==> src/rtl/dmem_bridge_pkg.sv <==
`timescale 1ns/1ps
// Shared types and helpers for the data-memory bridge: FSM state encoding
// and access-size decoding.
package dmem_bridge_pkg;

  typedef enum logic [1:0] {
    IDLE  = 2'd0,
    REQ   = 2'd1,
    RDATA = 2'd2,
    DONE  = 2'd3
  } state_t;

  localparam logic [1:0] SZ_B = 2'd0;
  localparam logic [1:0] SZ_H = 2'd1;
  localparam logic [1:0] SZ_W = 2'd2;
  localparam logic [1:0] SZ_D = 2'd3;

  function automatic logic [3:0] size_bytes(input logic [1:0] mem_size);
    logic [3:0] nbytes;
    case (mem_size)
      SZ_B:    nbytes = 4'd1;
      SZ_H:    nbytes = 4'd2;
      SZ_W:    nbytes = 4'd4;
      SZ_D:    nbytes = 4'd8;
      default: nbytes = 4'd8;
    endcase
    return nbytes;
  endfunction

endpackage

==> src/rtl/dmem_bridge_lane_align.sv <==
`timescale 1ns/1ps
// Byte-lane steering between right-justified datapath values and the
// 64-bit bus: strobes, store/load shifts and alignment check.
module lane_align
  import dmem_bridge_pkg::*;
(
  input  logic [2:0]  addr_lo,
  input  logic [1:0]  mem_size,
  input  logic [63:0] wdata,
  input  logic [63:0] rdata,
  output logic [7:0]  wstrb,
  output logic [63:0] wdata_sh,
  output logic [63:0] rdata_sh,
  output logic        misaligned
);

  logic [3:0] bytes_s;
  logic [5:0] bit_off_s;
  logic [7:0] strb_base_s;

  // lane shifts, strobes and alignment for the current offset/size
  always_comb begin
    bytes_s     = size_bytes(mem_size);
    bit_off_s   = {addr_lo, 3'b000};
    strb_base_s = 8'((16'd1 << bytes_s) - 16'd1);
    wstrb       = strb_base_s << addr_lo;
    wdata_sh    = wdata << bit_off_s;
    rdata_sh    = rdata >> bit_off_s;
    // any set offset bit below the size boundary means misaligned
    misaligned  = (({1'b0, addr_lo}) & (bytes_s - 4'd1)) != 4'd0;
  end

endmodule

==> src/rtl/dmem_bridge.sv <==
`timescale 1ns/1ps
// Data-memory bridge: turns the datapath's single-cycle load/store strobes
// into a valid/ready bus transaction and stalls the core until it completes.
module dmem_bridge
  import dmem_bridge_pkg::*;
#(
  parameter int N       = 64,
  parameter int TIMEOUT = 255,
  parameter int TW      = $clog2(TIMEOUT + 1)
) (
  input  logic          clk,
  input  logic          reset,
  input  logic [N-1:0]  DM_addr,
  input  logic [N-1:0]  DM_writeData,
  input  logic          DM_writeEnable,
  input  logic          DM_readEnable,
  input  logic [1:0]    memSize,
  output logic [N-1:0]  DM_readData,
  output logic          stall,
  output logic          fault,
  output logic          bus_valid,
  input  logic          bus_ready,
  output logic          bus_we,
  output logic [N-1:0]  bus_addr,
  output logic [63:0]   bus_wdata,
  output logic [7:0]    bus_wstrb,
  input  logic          bus_rvalid,
  input  logic [63:0]   bus_rdata
);

  state_t        state_r;
  state_t        next_state_s;
  logic [N-1:0]  addr_r;
  logic [63:0]   wdata_r;
  logic [7:0]    wstrb_r;
  logic          we_r;
  logic          valid_r;
  logic          fault_r;
  logic [N-1:0]  rdata_r;
  logic [TW-1:0] cnt_r;

  logic          req_s;
  logic          accept_s;
  logic          timeout_s;
  logic          latch_s;
  logic          set_fault_s;
  logic          capture_s;
  logic [2:0]    addr_lo_s;
  logic [7:0]    wstrb_s;
  logic [63:0]   wdata_sh_s;
  logic [63:0]   rdata_sh_s;
  logic          misaligned_s;

  assign req_s     = DM_writeEnable | DM_readEnable;
  assign accept_s  = valid_r & bus_ready;
  assign timeout_s = (cnt_r >= TW'(TIMEOUT - 1));
  // Before latching, steer from the live address; afterwards from the held copy.
  assign addr_lo_s = (state_r == IDLE) ? DM_addr[2:0] : addr_r[2:0];

  lane_align u_lane_align (
    .addr_lo    (addr_lo_s),
    .mem_size   (memSize),
    .wdata      (64'(DM_writeData)),
    .rdata      (bus_rdata),
    .wstrb      (wstrb_s),
    .wdata_sh   (wdata_sh_s),
    .rdata_sh   (rdata_sh_s),
    .misaligned (misaligned_s)
  );

  // next-state and per-cycle control strobes
  always_comb begin
    next_state_s = state_r;
    latch_s      = 1'b0;
    set_fault_s  = 1'b0;
    capture_s    = 1'b0;
    case (state_r)
      IDLE: begin
        if (req_s) begin
          if (misaligned_s) begin
            set_fault_s  = 1'b1;
            next_state_s = DONE;
          end else begin
            latch_s      = 1'b1;
            next_state_s = REQ;
          end
        end else begin
          next_state_s = IDLE;
        end
      end
      REQ: begin
        if (accept_s) begin
          next_state_s = we_r ? DONE : RDATA;
        end else if (timeout_s) begin
          set_fault_s  = 1'b1;
          next_state_s = DONE;
        end else begin
          next_state_s = REQ;
        end
      end
      RDATA: begin
        if (bus_rvalid) begin
          capture_s    = 1'b1;
          next_state_s = DONE;
        end else if (timeout_s) begin
          set_fault_s  = 1'b1;
          next_state_s = DONE;
        end else begin
          next_state_s = RDATA;
        end
      end
      DONE: begin
        next_state_s = IDLE;
      end
      default: begin
        next_state_s = IDLE;
      end
    endcase
  end

  // state register
  always_ff @(posedge clk or posedge reset) begin
    if (reset) begin
      state_r <= IDLE;
    end else begin
      state_r <= next_state_s;
    end
  end

  // transaction latches, timeout counter and registered outputs
  always_ff @(posedge clk or posedge reset) begin
    if (reset) begin
      addr_r  <= {N{1'b0}};
      wdata_r <= 64'd0;
      wstrb_r <= 8'd0;
      we_r    <= 1'b0;
      valid_r <= 1'b0;
      fault_r <= 1'b0;
      rdata_r <= {N{1'b0}};
      cnt_r   <= {TW{1'b0}};
    end else begin
      valid_r <= (next_state_s == REQ);
      // fault and load data are only ever non-zero for the single DONE cycle
      fault_r <= set_fault_s;
      rdata_r <= capture_s ? N'(rdata_sh_s) : {N{1'b0}};
      if (latch_s) begin
        addr_r  <= DM_addr;
        wdata_r <= wdata_sh_s;
        wstrb_r <= wstrb_s;
        we_r    <= DM_writeEnable;
        cnt_r   <= {TW{1'b0}};
      end else if ((state_r == REQ) || (state_r == RDATA)) begin
        cnt_r <= (cnt_r == TW'(TIMEOUT)) ? cnt_r : cnt_r + TW'(1);
      end else begin
        cnt_r <= cnt_r;
      end
    end
  end

  // Gated by reset so the core is released the instant reset asserts.
  assign stall       = req_s & (state_r != DONE) & ~reset;
  assign fault       = fault_r;
  assign DM_readData = rdata_r;
  assign bus_valid   = valid_r;
  assign bus_we      = we_r;
  assign bus_addr    = {addr_r[N-1:3], 3'b000};
  assign bus_wdata   = wdata_r;
  assign bus_wstrb   = wstrb_r;

endmodule

==> config.mk <==
export PLATFORM = sky130hd
export DESIGN_NAME = dmem_bridge
export DESIGN_NICKNAME = d
export VERILOG_FILES = /design/src/rtl/dmem_bridge_pkg.sv /design/src/rtl/dmem_bridge_lane_align.sv /design/src/rtl/dmem_bridge.sv
export SDC_FILE = /design/constraint.sdc
export NUM_CORES = 1
export LEC_CHECK = 0
export CORE_MARGIN = 2
export CORE_UTILIZATION = 46
export CTS_CLUSTER_SIZE = 24
export DETAILED_ROUTE_END_ITERATION = 8
export HOLD_SLACK_MARGIN = 0.02
export PLACE_DENSITY = 0.81
export SKIP_LAST_GASP = 1
export SLEW_MARGIN = 15
export SYNTH_ARGS = -nofsm -noshare
export SYNTH_HDL_FRONTEND = slang
export SYNTH_SLANG_ARGS = --single-unit
==> constraint.sdc <==
create_clock -name clk -period 7.9 [get_ports clk]
set_input_delay 1.185 -clock clk [delete_from_list [all_inputs] [get_ports clk]]
set_output_delay 1.185 -clock clk [all_outputs]
set_load 0.01 [all_outputs]
==> impl_results.md, run 1 <==
- Final instance area: 0.01608 mm^2
- Synthesized area per cell: 8.946 um^2
- Crit path capture type: flip-flop
- Clock root buffer: clkbuf_16
- Hold Startpoint: bus_wdata[28]
- Routed Wire Length: 41120 um
- WS Path Type: reg -> reg
- Post_cts resized: 0
- Highest Clock Rate: 228.5 MHz
- Vias per cell: 5.662
- Final Hold Vio Count: 0
- Clock Tree Buf Depth: 3
- Crit path buffers/inverters: 3
- Syn Std Cell Area: 0.01157 mm^2
- Crit path from: state_r[0]
- Hold path cells: 2
- Status: complete, no violations
- CTS tree: yes
- Vias in the first global route: 10771
- Effective utilization at floorplan: 46.34%
- Die Ht: 162.6 um
- Synth cell types: 49
- First-pass GRT wire length: 62670 um
- Top Ports: 404
- # Max-Cap Violations: 0
- # rows: 58
- Worst reg2reg path depth: 9
- Data arrival time of the worst path: 4.77 ns
- Area of the die: 0.02643 mm^2
- Most common cell after layout, fill and taps aside: nand2_1
- Slew @ Worst Pin: 1.238 ns
- Pin count of the biggest net entering global routing: 134
- DRC viols: 0
- DP Worst Slack: 3.257 ns
- Fillers: 2032
- Synth warnings: 0
- Global route overflow: 0
- Path category of the worst min-delay check: reg -> reg
- Top FF cell, synth: dfrtp_1
- Setup Buffers After CTS: 0
- Worst R2R Start: state_r[0]
- RePlAce Congestion: 0.9891
- Most frequent cells in the layout: nand2_1, clkdlybuf4s50_1, dfrtp_1
- Input/output buffers: 400
- Critical path's slowest cell: ha_1
- Leading area contributor after synthesis: dfrtp_1
- Initial antenna violation count: 2
- RR Endpoint: bus_wdata[55]
- Drt wl/cell: 21.23 um
- Synthesized netlist cell count: 1293
- Leak pwr: 7.385 nW
- Core Region: 0.02496 mm^2
- RSZ-0062 raised after global routing: false
- Final Cycle Share: 55.40%
- Routed Antenna Nets: 0
- Critical Path Max Stage Delay: 0.89 ns
- Critical Path Start Type: flip-flop
- Via count: 10968
- Fin worst setup slack: 3.523 ns
- Die width: 162.6 um
- PD cells: 385.1 mW/mm^2
- Max Slew Vio Count: 0
- Cts-stage hold buffer count: 0
- DRT iter0 DRCs: 1094
- NumNets Final: 1793
- Async set or reset register ratio after synthesis: 100.0%
- CTS buffer count: 24
- DP Area: 0.01524 mm^2
- Detailed Routing Iterations Pass 1: 8
- Final HPWL DP: 29040 um
- Layout cells sized above 1: 5.857%
- Required time worst endpoint: 8.30 ns
- Reg clk slew, reported paths: 0.06 ns
- Min-Delay Endpoint: bus_wdata[28]
- Tot Pwr: 6.191 mW
- Top cells by area, synth: dfrtp_1, nand2_1, mux2i_1, buf_4, mux4_2
- Area Growth Syn to Fin: 38.97%
- Crit-path leading delay family: buffers and inverters
- Synth Register Bits: 213
- Worst-Skew Late Latency: 0.52 ns
- Crit path time final: 4.377 ns
- Final setup vio count: 0
- Tot GR Track Use: 30.57%
- Top cell by count, worst path: buf_4
- Largest fanout on the critical path: 74
- Number of flops mapped to enable cells by yosys: 0
- Top-area cell type share of the netlist area: 46.08%
- Clock Skew: 0.01931 ns
- TNS Setup: 0 ns
- Slew headroom: 17.11%
- CTS H-Tree Depth: 1
- R2R setup slack: 3.52 ns
- Register area share after synthesis: 46.08%
- Crit path cell chain: inv_1 -> ha_1 -> mux2i_4 -> buf_4 -> a21oi_1 -> or3_4 -> buf_4 -> a2111oi_2 -> nor2_1
- Peak VDD IR: 0.2817 mV
- CTS Sinks: 213
[logic make-up after synthesis]
kind of cell / after synthesis / synth area share (%)
and+or+nand+nor: 591 / 21.01
DFF: 213 / 46.08
AOI/OAI and AO/OA: 196 / 11.28
buffers and inverters: 159 / 8.048
muxes: 118 / 12.22
xor gates and xnor gates: 9 / 0.6815
adders and majority gates: 6 / 0.6490
other: 1 / 0.03242
[sequential cells by signal, summed over array words and instances (netlist names)]
| register | count |
|---|---|
| state_r | 2 |
| cnt_r | 8 |
| addr_r | 64 |
| DM_readData | 64 |
| bus_we | 1 |
| fault | 1 |
| bus_wstrb | 8 |
| bus_wdata | 64 |
| bus_valid | 1 |
[cells in the mapped netlist (6+ instances only)]
cell / count
a2111oi_2: 8
a21oi_1: 39
a22o_1: 24
a22oi_1: 9
a31oi_1: 15
a32o_1: 10
and2_1: 9
and3_1: 10
buf_2: 39
buf_4: 72
clkbuf_1: 34
dfrtp_1: 213
ha_1: 6
inv_1: 11
mux2i_1: 97
mux4_2: 16
nand2_1: 415
nand3_1: 48
nand4_1: 17
nor2_1: 70
nor3_1: 8
o21ai_0: 42
o21ai_1: 14
o22ai_1: 25
xnor2_1: 7
[routing by layer]
metal  vias to the layer above  part of all wire (%)  global-route usage [%]
met5                         -                     0                       0
met3                       131                    10                   6.570
met4                         0                   5.4                   15.00
met2                       669                    46                   48.09
li1                       4945                     -                       -
met1                      5223                    39                   40.33
[power breakdown]
| group | switching (mW) | internal, mW |
|---|---|---|
| combinational | 1.87 | 1.47 |
| clock | 0.456 | 0.673 |
| sequential | 0.240 | 1.48 |
[stage by stage]
| step | util, % | hold WS (ns) | instances |
|---|---|---|---|
| floorplan | - | 0.4469 | 1295 |
| global placement | 61.06 | 0.4526 | 1890 |
| detailed placement | 61.06 | 0.4606 | 1890 |
| CTS | 64.24 | 0.4761 | 1934 |
| global route | 64.38 | 0.4904 | 1936 |
| finish | 64.39 | 0.4705 | 1937 |
[final cells by class]
type | count | area, um^2 | area share, %
flip-flops and latches | 213 | 5330 | 33.16
inverters | 11 | 48.80 | 0.3035
multi-input cells | 923 | 5355 | 33.31
clock buffers | 33 | 685.7 | 4.265
well taps | 330 | 412.9 | 2.568
repair buffers | 414 | 4129 | 25.68
clock inverters | 11 | 108.9 | 0.6771
diodes | 2 | 5.005 | 0.03113
[worst max-delay path by stage]
stage | end | cells after the start
after global placement | bus_wdata[35] | 7
after floorplan | DM_readData[0] | 1
after CTS | bus_wdata[54] | 9
after global routing | bus_wdata[49] | 9
after detailed placement | bus_wdata[34] | 7
final | bus_wdata[55] | 9
[worst min-delay path, delay by kind of cell, from the launching register on]
| family | cells | cell delay, ns |
|---|---|---|
| simple gates | 2 | 0.10 |
| flops | 1 | 0.34 |
Note: power is estimated with default switching activity, not from simulation.
==> run 2: changes to the inputs <==
--- a/config.mk
+++ b/config.mk
@@ -6,11 +6,11 @@
 export NUM_CORES = 1
 export LEC_CHECK = 0
 export CORE_MARGIN = 2
-export CORE_UTILIZATION = 46
+export CORE_UTILIZATION = 42
 export CTS_CLUSTER_SIZE = 24
 export DETAILED_ROUTE_END_ITERATION = 8
 export HOLD_SLACK_MARGIN = 0.02
-export PLACE_DENSITY = 0.81
+export PLACE_DENSITY = 0.78
 export SKIP_LAST_GASP = 1
 export SLEW_MARGIN = 15
 export SYNTH_ARGS = -nofsm -noshare
==> constraint.sdc (replaced) <==
create_clock -name clk -period 3.51 [get_ports clk]
set_input_delay 0.5265 -clock clk [delete_from_list [all_inputs] [get_ports clk]]
set_output_delay 0.5265 -clock clk [all_outputs]
set_load 0.01 [all_outputs]
==> run 2 against run 1 <==
Global-route usage down 2.5 points. Wire length rose by 1.4%. Die area rose by 9.3%. Register-to-register slack got worse by 3.1 ns. Cell area increased by 2.0%. Clock-buffer cell count up 2. First-iteration DRC count shrank 14%. Combinational power increased by 130%. Sequential share of layout area decreased by 0.65 points. Sequential power increased by 130%. Worst setup slack got worse by 3.1 ns. Utilization shrank 3.7 points.
==> impl_results.md, run 2 (synthesized netlist as in run 1, its figures left out) <==
- Final Hold Vio Count: 0 (unchanged)
- Final HPWL DP: 29860 um (+2.8%)
- CTS buffer count: 26 (+8.3%)
- DRT iter0 DRCs: 936 (-14%)
- Top Ports: 404 (unchanged)
- Data arrival time of the worst path: 3.58 ns (-1.19 ns)
- Most frequent cells in the layout: nand2_1, clkdlybuf4s50_1, dfrtp_1
- Layout cells sized above 1: 6.958% (+1.1 points)
- # Max-Cap Violations: 0 (unchanged)
- Reg clk slew, reported paths: 0.06 ns (about the same)
- R2R setup slack: 0.39 ns (-3.14 ns)
- Area Growth Syn to Fin: 41.75%
- Worst-Skew Late Latency: 0.55 ns (+0.03 ns)
- Post-route insts no fill: 1966 (+1.5%)
- Pin count of the biggest net entering global routing: 104 (-22%)
- NumNets Final: 1810 (+0.95%)
- Path category of the worst min-delay check: reg -> reg
- First-pass GRT wire length: 62690 um (about the same)
- Cts-stage hold buffer count: 0 (unchanged)
- Routed Wire Length: 41700 um (+1.4%)
- Inst Count DP: 1917 (+1.4%)
- Vias per cell: 5.548 (-2.0%)
- Input/output buffers: 400 (unchanged)
- Most common cell after layout, fill and taps aside: nand2_1
- DP Worst Slack: 0.3682 ns (-2.889 ns)
- Largest fanout on the critical path: 56 (-24%)
- Final setup vio count: 0 (unchanged)
- Status: complete, no violations
- Slew headroom: 38.18% (+21 points)
- Leak pwr: 7.531 nW (+2.0%)
- Die width: 170.0 um (+4.5%)
- # rows: 60 (+3.4%)
- Post-Route Utilization: 60.67% (-3.7 points)
- Via count: 10907 (-0.56%)
- Final Cycle Share: 88.96% (+34 points)
- Crit path time final: 3.122 ns (-1.254 ns)
- Detailed Routing Iterations Pass 1: 5 (-3)
- WS Path Type: reg -> reg
- Drt wl/cell: 21.21 um (about the same)
- Clock Skew: 0.02895 ns (+0.009637 ns)
- Vias in the first global route: 10575 (-1.8%)
- Critical Path Start Type: flip-flop
- Initial antenna violation count: 0 (-2)
- Slew @ Worst Pin: 0.9229 ns (-0.3146 ns)
- RSZ-0062 raised after global routing: false
- CTS H-Tree Depth: 1 (unchanged)
- PD cells: 883.9 mW/mm^2 (+130%)
- RePlAce Congestion: 0.9869 (-0.22%)
- Tot GR Track Use: 28.07% (-2.5 points)
- Post_cts resized: 0 (unchanged)
- Global route overflow: 0 (unchanged)
- Fin worst setup slack: 0.3876 ns (-3.136 ns)
- Final instance area: 0.01640 mm^2 (+2.0%)
- Area of the die: 0.02888 mm^2 (+9.3%)
- Tot Pwr: 14.49 mW (+130%)
- Required time worst endpoint: 3.97 ns (-4.33 ns)
- Highest Clock Rate: 320.3 MHz (+40%)
- DP Area: 0.01545 mm^2 (+1.3%)
- CTS Sinks: 213 (unchanged)
- CTS tree: yes
- Max Slew Vio Count: 0 (unchanged)
- Clock root buffer: clkbuf_16
- Die Ht: 170.0 um (+4.5%)
- Crit path capture type: flip-flop
- Peak VDD IR: 0.7957 mV (+180%)
- Setup Buffers After CTS: 0 (unchanged)
- DRC viols: 0 (unchanged)
- Clock Tree Buf Depth: 3 (unchanged)
- TNS Setup: 0 ns (unchanged)
- Worst hold slack: 0.4717 ns (+0.001143 ns)
- Core Region: 0.02703 mm^2 (+8.3%)
- Routed Antenna Nets: 0 (unchanged)
- Effective utilization at floorplan: 42.80% (-3.5 points)
[run 2: changes by cell type in the layout (fill, tap and decap cells not counted), sizes merged]
cell      delta
inv          -1
buf         +15
bufinv       +3
clkbuf       +2
clkinvlp     +3
diode        -1
clkinv       -3
[run 2: where the power goes]
part | switching, mW | leakage (nW) | internal (mW) | total [mW]
Clock | 1.12 | 0.461 | 1.84 | 2.96
Sequential | 0.542 | 2.76 | 3.34 | 3.88
Combinational | 4.22 | 4.31 | 3.43 | 7.65
[run 2: path summary, 6_finish.rpt]
check,to,cells after the start,start
max,addr_r[23],8,state_r[0]
min,addr_r[42],2,addr_r[42]
max reg2reg,addr_r[23],8,state_r[0]
min reg2reg,addr_r[42],2,addr_r[42]
max in group asynchronous,addr_r[7],3,reset
min in group asynchronous,DM_readData[16],3,reset
[run 2: area by class of cell]
| type | instances | area (um^2) |
|---|---|---|
| flip-flops and latches | 213 | 5330 |
| inverters | 11 | 45.04 |
| well taps | 341 | 426.7 |
| clock buffers | 35 | 734.5 |
| clock inverters | 13 | 212.7 |
| multi-input cells | 923 | 5349 |
| repair buffers | 429 | 4297 |
| diodes | 1 | 2.502 |
| fillers | 2202 | 10630 |
[run 2: per-layer routing]
layer	vias to the layer above	track usage [%]	wire (um)
li1	4991	-	-
met1	5222	38.16	17490
met2	584	44.05	18990
met3	110	5.953	3506
met4	0	10.96	1705
met5	-	0	0
[run 2: worst max-delay path: stages (launching register included)]
cell and delay [ns]:
dfrtp_1 0.42, inv_1 0.13, ha_1 0.58, mux2i_4 0.15, a21oi_1 0.37, or3_4 0.54, buf_4 0.59, nand2_1 0.13
nand2_1 0.10
==> run 3: changes to the inputs <==
--- a/config.mk
+++ b/config.mk
@@ -6,11 +6,11 @@
 export NUM_CORES = 1
 export LEC_CHECK = 0
 export CORE_MARGIN = 2
-export CORE_UTILIZATION = 42
+export CORE_UTILIZATION = 50
 export CTS_CLUSTER_SIZE = 24
 export DETAILED_ROUTE_END_ITERATION = 8
 export HOLD_SLACK_MARGIN = 0.02
-export PLACE_DENSITY = 0.78
+export PLACE_DENSITY = 0.87
 export SKIP_LAST_GASP = 1
 export SLEW_MARGIN = 15
 export SYNTH_ARGS = -nofsm -noshare
==> constraint.sdc (replaced) <==
create_clock -name clk -period 3.8 [get_ports clk]
set_input_delay 0.57 -clock clk [delete_from_list [all_inputs] [get_ports clk]]
set_output_delay 0.57 -clock clk [all_outputs]
set_load 0.01 [all_outputs]
==> run 3 against run 2 <==
Sequential share of layout area rose by 0.52 points. Critical path type unchanged. Sequential power fell by 7.7%. Global-route usage rose by 4.4 points. Combinational power fell by 7.6%. Clock power fell by 21%. Clock skew fell by 0.016 ns. Flip-flop and latch count did not move. Non-clock buffer count fell by 4.
==> impl_results.md, run 3 (synthesized netlist as in run 1, its figures left out) <==
- Cts-stage hold buffer count: 0 (unchanged)
- Vias per cell: 5.819 (+4.9%)
- Hold Startpoint: bus_wdata[24]
- Data arrival time of the worst path: 3.66 ns (+0.08 ns)
- RSZ-0062 raised after global routing: false
- Clock Skew: 0.01286 ns (-0.01609 ns)
- Setup Buffers After CTS: 0 (unchanged)
- # Max-Cap Violations: 0 (unchanged)
- Tot Pwr: 12.98 mW (-10%)
- NumNets Final: 1804 (-0.33%)
- Global route overflow: 0 (unchanged)
- Worst R2R Start: state_r[0]
- Leak pwr: 7.431 nW (-1.3%)
- CTS tree: yes
- Clock Tree Buf Depth: 3 (unchanged)
- Routed Wire Length: 40350 um (-3.2%)
- Initial antenna violation count: 1 (+1)
- Detailed Routing Iterations Pass 1: 5 (unchanged)
- First-pass GRT wire length: 61670 um (-1.6%)
- Path category of the worst min-delay check: reg -> reg
- Most frequent cells in the layout: nand2_1, clkdlybuf4s50_1, dfrtp_1
- CTS buffer count: 24 (-7.7%)
- Routed Antenna Nets: 0 (unchanged)
- WS Path Type: reg -> reg
- Effective utilization at floorplan: 50.94% (+8.1 points)
- Crit path capture type: flip-flop
- Final Hold Vio Count: 0 (unchanged)
- Clock root buffer: clkbuf_16
- # rows: 55 (-8.3%)
- Slew headroom: 31.30% (-6.9 points)
- TNS Setup: 0 ns (unchanged)
- CTS Sinks: 213 (unchanged)
- Post_cts resized: 0 (unchanged)
- Drt wl/cell: 21.23 um (about the same)
- Peak VDD IR: 0.4999 mV (-37%)
- Final Cycle Share: 84.39% (-4.6 points)
- Area of the die: 0.02437 mm^2 (-16%)
- Pin count of the biggest net entering global routing: 114 (+9.6%)
- Largest fanout on the critical path: 23 (-59%)
- Crit path from: state_r[0]
- Post-Route Utilization: 71.07% (+10 points)
- Reg clk slew, reported paths: 0.06 ns (about the same)
- Most common cell after layout, fill and taps aside: nand2_1
- Critical Path Start Type: flip-flop
- Core Region: 0.02271 mm^2 (-16%)
- Slew @ Worst Pin: 1.027 ns (+0.1038 ns)
- Layout cells sized above 1: 6.254% (-0.70 points)
- DRC viols: 0 (unchanged)
- Final setup vio count: 0 (unchanged)
- Worst reg2reg path depth: 7 (-1)
- CTS H-Tree Depth: 1 (unchanged)
- RePlAce Congestion: 0.9608 (-2.6%)
- Via count: 11061 (+1.4%)
- Tot GR Track Use: 32.42% (+4.4 points)
- Die width: 156.1 um (-8.2%)
- Die Ht: 156.1 um (-8.2%)
- Highest Clock Rate: 311.8 MHz (-2.6%)
- Input/output buffers: 400 (unchanged)
- Crit path time final: 3.207 ns (+0.08454 ns)
- Max Slew Vio Count: 0 (unchanged)
- DRT iter0 DRCs: 1109 (+18%)
- Status: complete, no violations
- Required time worst endpoint: 4.25 ns (+0.28 ns)
- Final HPWL DP: 28710 um (-3.9%)
- Hold path cells: 2 (unchanged)
- Top Ports: 404 (unchanged)
- Vias in the first global route: 10992 (+3.9%)
- Worst-Skew Late Latency: 0.52 ns (-0.03 ns)
- Area Growth Syn to Fin: 39.52%
- PD cells: 804.0 mW/mm^2 (-9.0%)
-- run 3: per-stage QoR --
stage	worst slack [ns]	hold WS [ns]	cell area [um^2]	instances
2_1_floorplan	0.4598	0.4469	11580	1295
3_3_place_gp	0.7560	0.4544	15350	1857
3_5_place_dp	0.6347	0.4566	15350	1857
4_1_cts	0.6236	0.4760	16140	1900
5_1_grt	0.4312	0.4960	16140	1901
6_report	0.5931	0.4716	16140	1901
-- run 3: power breakdown --
group / internal [mW] / total [mW] / leakage (nW) / switching (mW)
Clock: 1.39 / 2.33 / 0.382 / 0.938
Sequential: 3.08 / 3.58 / 2.76 / 0.498
Combinational: 3.17 / 7.07 / 4.29 / 3.90
Total: 7.64 / 13.0 / 7.43 / 5.34
-- run 3: area by class of cell --
type                    count  area [um^2]
flip-flops and latches    213         5330
clock inverters             5        55.05
inverters                  11        45.04
multi-input cells         923         5349
clock buffers              38        734.5
diodes                      1        2.502
well taps                 285        356.6
repair buffers            425         4267
fillers                  1636         6570
-- run 3: path summary, 6_finish.rpt --
path | slack, ns | end
max | 0.59 | bus_wdata[19]
min | 0.47 | bus_wdata[24]
max reg2reg | 0.59 | bus_wdata[19]
min reg2reg | 0.47 | bus_wdata[24]
max in group asynchronous | 2.26 | bus_wdata[47]
min in group asynchronous | 0.53 | DM_readData[60]
-- run 3: routing by layer --
metal	track usage, %	wire length (um)	vias to the layer above
met3	8.611	4543	115
met4	14.33	1616	0
met2	53.06	19200	738
met5	0	0	-
met1	40.60	14990	5242
li1	-	-	4966
-- run 3: worst max-delay path: stages, from the launching register on --
cell	delay [ns]
dfrtp_1	0.41
inv_1	0.11
ha_1	0.56
buf_4	0.31
mux2_2	0.60
nor2_2	0.50
o21a_1	0.45
a22o_1	0.19
==> RTL edit, RTL diff (settings of run 3) <==
Change the parameter `N` from 64 to 32.
--- a/src/rtl/dmem_bridge.sv
+++ b/src/rtl/dmem_bridge.sv
@@ -4,7 +4,7 @@
 module dmem_bridge
   import dmem_bridge_pkg::*;
 #(
-  parameter int N       = 64,
+  parameter int N       = 32,
   parameter int TIMEOUT = 255,
   parameter int TW      = $clog2(TIMEOUT + 1)
 ) (
Interface: changed (resized DM_addr, DM_readData, DM_writeData and bus_addr); port bits go from 404 to 276. No check against the original RTL was run, so the function may have changed too.
==> RTL edit against run 3 <==
Power is 26% lower. Worst hold slack better by 0.0055 ns. Sequential cell count down 64. Cell count fell by 35%. Clock power decreased by 31%. Synthesized cell count down 40%. Clock skew decreased by 0.0032 ns. Area after synthesis fell by 28%. Worst setup slack improved by 0.075 ns. Wire length shrank 34%. Design area decreased by 28%. Maximum frequency is 2.4% higher. Largest power group unchanged. Highest routed layer unchanged.
==> RTL edit: results (changes against run 3) <==
- Status: complete, no violations
- Worst Tran Pin Value: 1.19 ns (+0.160 ns)
- Mean post-synth cell area: 10.8 sq um (+21%)
- Worst Path Arrival: 3.50 ns (-0.16 ns)
- Syn. warnings: 0 (unchanged)
- GRT Resource Usage Total: 30.3% (-2.1 points)
- Post-CTS sizing: 0 (unchanged)
- Clk slew on worst S/H paths: 0.07 ns
- Largest cells by area after synthesis: dfrtp_1, mux2i_1, mux2_2
- Hold Crit Class: flip-flop to flip-flop
- CTS buffer count: 17 (-29%)
- NumNets Final: 1,137 (-37%)
- Initial antenna violation count: 1 (unchanged)
- VDD IR max: 0.545 mV (+8.9%)
- WL final: 26.5 mm (-34%)
- CTS HTree Levels: 4 (+3)
- Port Buffers: 272 (-32%)
- First-pass GRT wire length: 42.1 mm (-32%)
- Main synth FF type: dfrtp_1
- Largest net degree at the start of global routing: 74 (-35%)
- Leak: 0.00496 uW (-33%)
- Pwr/cell area: 833 nW/um^2 (+3.6%)
- Dpl cells: 1,196 (-36%)
- Post-synth ARST share: 100% (unchanged)
- Clk buf depth: 2 (-1)
- Critical-path top delay cell: nor3_2
- Most common cell after layout, fill and taps aside: clkdlybuf4s50_1
- Post-route clock skew: 0.00966 ns (-0.00320 ns)
- Layout cell share with drive strength beyond 1: 12.6% (+6.3 points)
- GP Congestion: 0.912 (-5.1%)
- Dpl hpwl: 18.8 mm (-35%)
- CP top delay family: simple AND/OR/NAND/NOR gates
- Net Sw Frac: 40.5% (-0.61 points)
- FILL cells: 1,196 (-27%)
- CP max stage delay: 0.95 ns (+0.35 ns)
- Post-synth cell types: 64 (+31%)
- Drt pass-1 iters: 8 (+3)
- Number of DRC markers in iteration 0: 772 (-30%)
- Worst skew pair latency: 0.44 ns (-0.08 ns)
- Clock root cell: clkbuf_16
- Worst-path fanout max: 21 (-8.7%)
- Vias per cell: 6.18 (+6.2%)
- Post CTS Setup Buffer Count: 0 (unchanged)
- Number of global-route vias before repair: 7,578 (-31%)
- Max reg flops: 64
- Synth cell count leaders: dfrtp_1, nand2_1, mux2i_1
- Sequential fraction of the synthesis area: 44.6% (-1.4 points)
- Routed WL per cell: 21.5 microns (+1.5%)
[RTL edit: cell count changes in the layout (fill, tap and decap cells not counted), sizes merged, moves of 23 or more]
cell	delta
a21oi	-24
clkdlybuf4s50	-128
dfrtp	-64
mux2	+43
mux2i	-25
nand2	-343
nand3	-42
nor2	-50
nor3	+28
o22ai	-23
[RTL edit: stage by stage]
stage / cell area (sq um) / hold slack (ns) / setup WS [ns]
floorplan: 8370 / 0.481 / 1.36
global placement: 11000 / 0.460 / 0.780
detailed placement: 11000 / 0.467 / 0.663
CTS: 11600 / 0.481 / 0.738
global route: 11600 / 0.491 / 0.511
finish: 11600 / 0.477 / 0.668
[RTL edit: power groups by stage]
stage               combinational [uW]  sequential, uW  clock (uW)
global route                      5760            2700        1710
global placement                  5200            2640           0
floorplan                         3300            2740           0
detailed placement                5330            2650           0
finish                            5400            2640        1610
CTS                               5360            2630        1630
[RTL edit: final cells by class]
cell class / count / area, sq um / share of cell area (%)
timing repair buffer: 296 / 2950 / 25.5
tap: 220 / 275 / 2.38
clock buffer: 17 / 425 / 3.67
sequential: 149 / 3730 / 32.2
antenna: 1 / 2.50 / 0.0216
multi-input combinational: 520 / 4030 / 34.8
clock inverter: 15 / 130 / 1.12
inverter: 11 / 45.0 / 0.389
[RTL edit: path summary, 6_finish.rpt]
kind,from,to,slack [ns],cells past startpoint
max,state_r[0]$_DFF_PP0_,bus_wdata[52]$_DFFE_PP0N_,0.67,7
min,bus_wstrb[0]$_DFFE_PP0N_,bus_wstrb[0]$_DFFE_PP0N_,0.48,1
max reg2reg,state_r[0]$_DFF_PP0_,bus_wdata[52]$_DFFE_PP0N_,0.67,7
min reg2reg,bus_wstrb[0]$_DFFE_PP0N_,bus_wstrb[0]$_DFFE_PP0N_,0.48,1
max in group asynchronous,reset,bus_wdata[19]$_DFFE_PP0N_,2.13,4
min in group asynchronous,reset,addr_r[1]$_DFFE_PP0N_,0.50,2
[RTL edit: logic make-up after synthesis]
kind of cell / Yosys count / share of synthesized area (%)
other: 1 / 0.0449
muxes: 128 / 17.5
buffers and inverters: 104 / 7.47
xor gates and xnor gates: 5 / 0.524
and+or+nand+nor: 167 / 9.57
DFF: 149 / 44.6
AOI/OAI and AO/OA: 209 / 19.2
adders and majority gates: 8 / 1.14
[RTL edit: per-layer routing]
| metal | vias up | wire length, microns | GRT usage, % |
|---|---|---|---|
| met3 | 76 | 2540 | 7.00 |
| li1 | 3350 | - | - |
| met1 | 3699 | 10200 | 38.9 |
| met2 | 472 | 12800 | 49.2 |
| met5 | - | 0 | 0 |
| met4 | 0 | 952 | 13.3 |
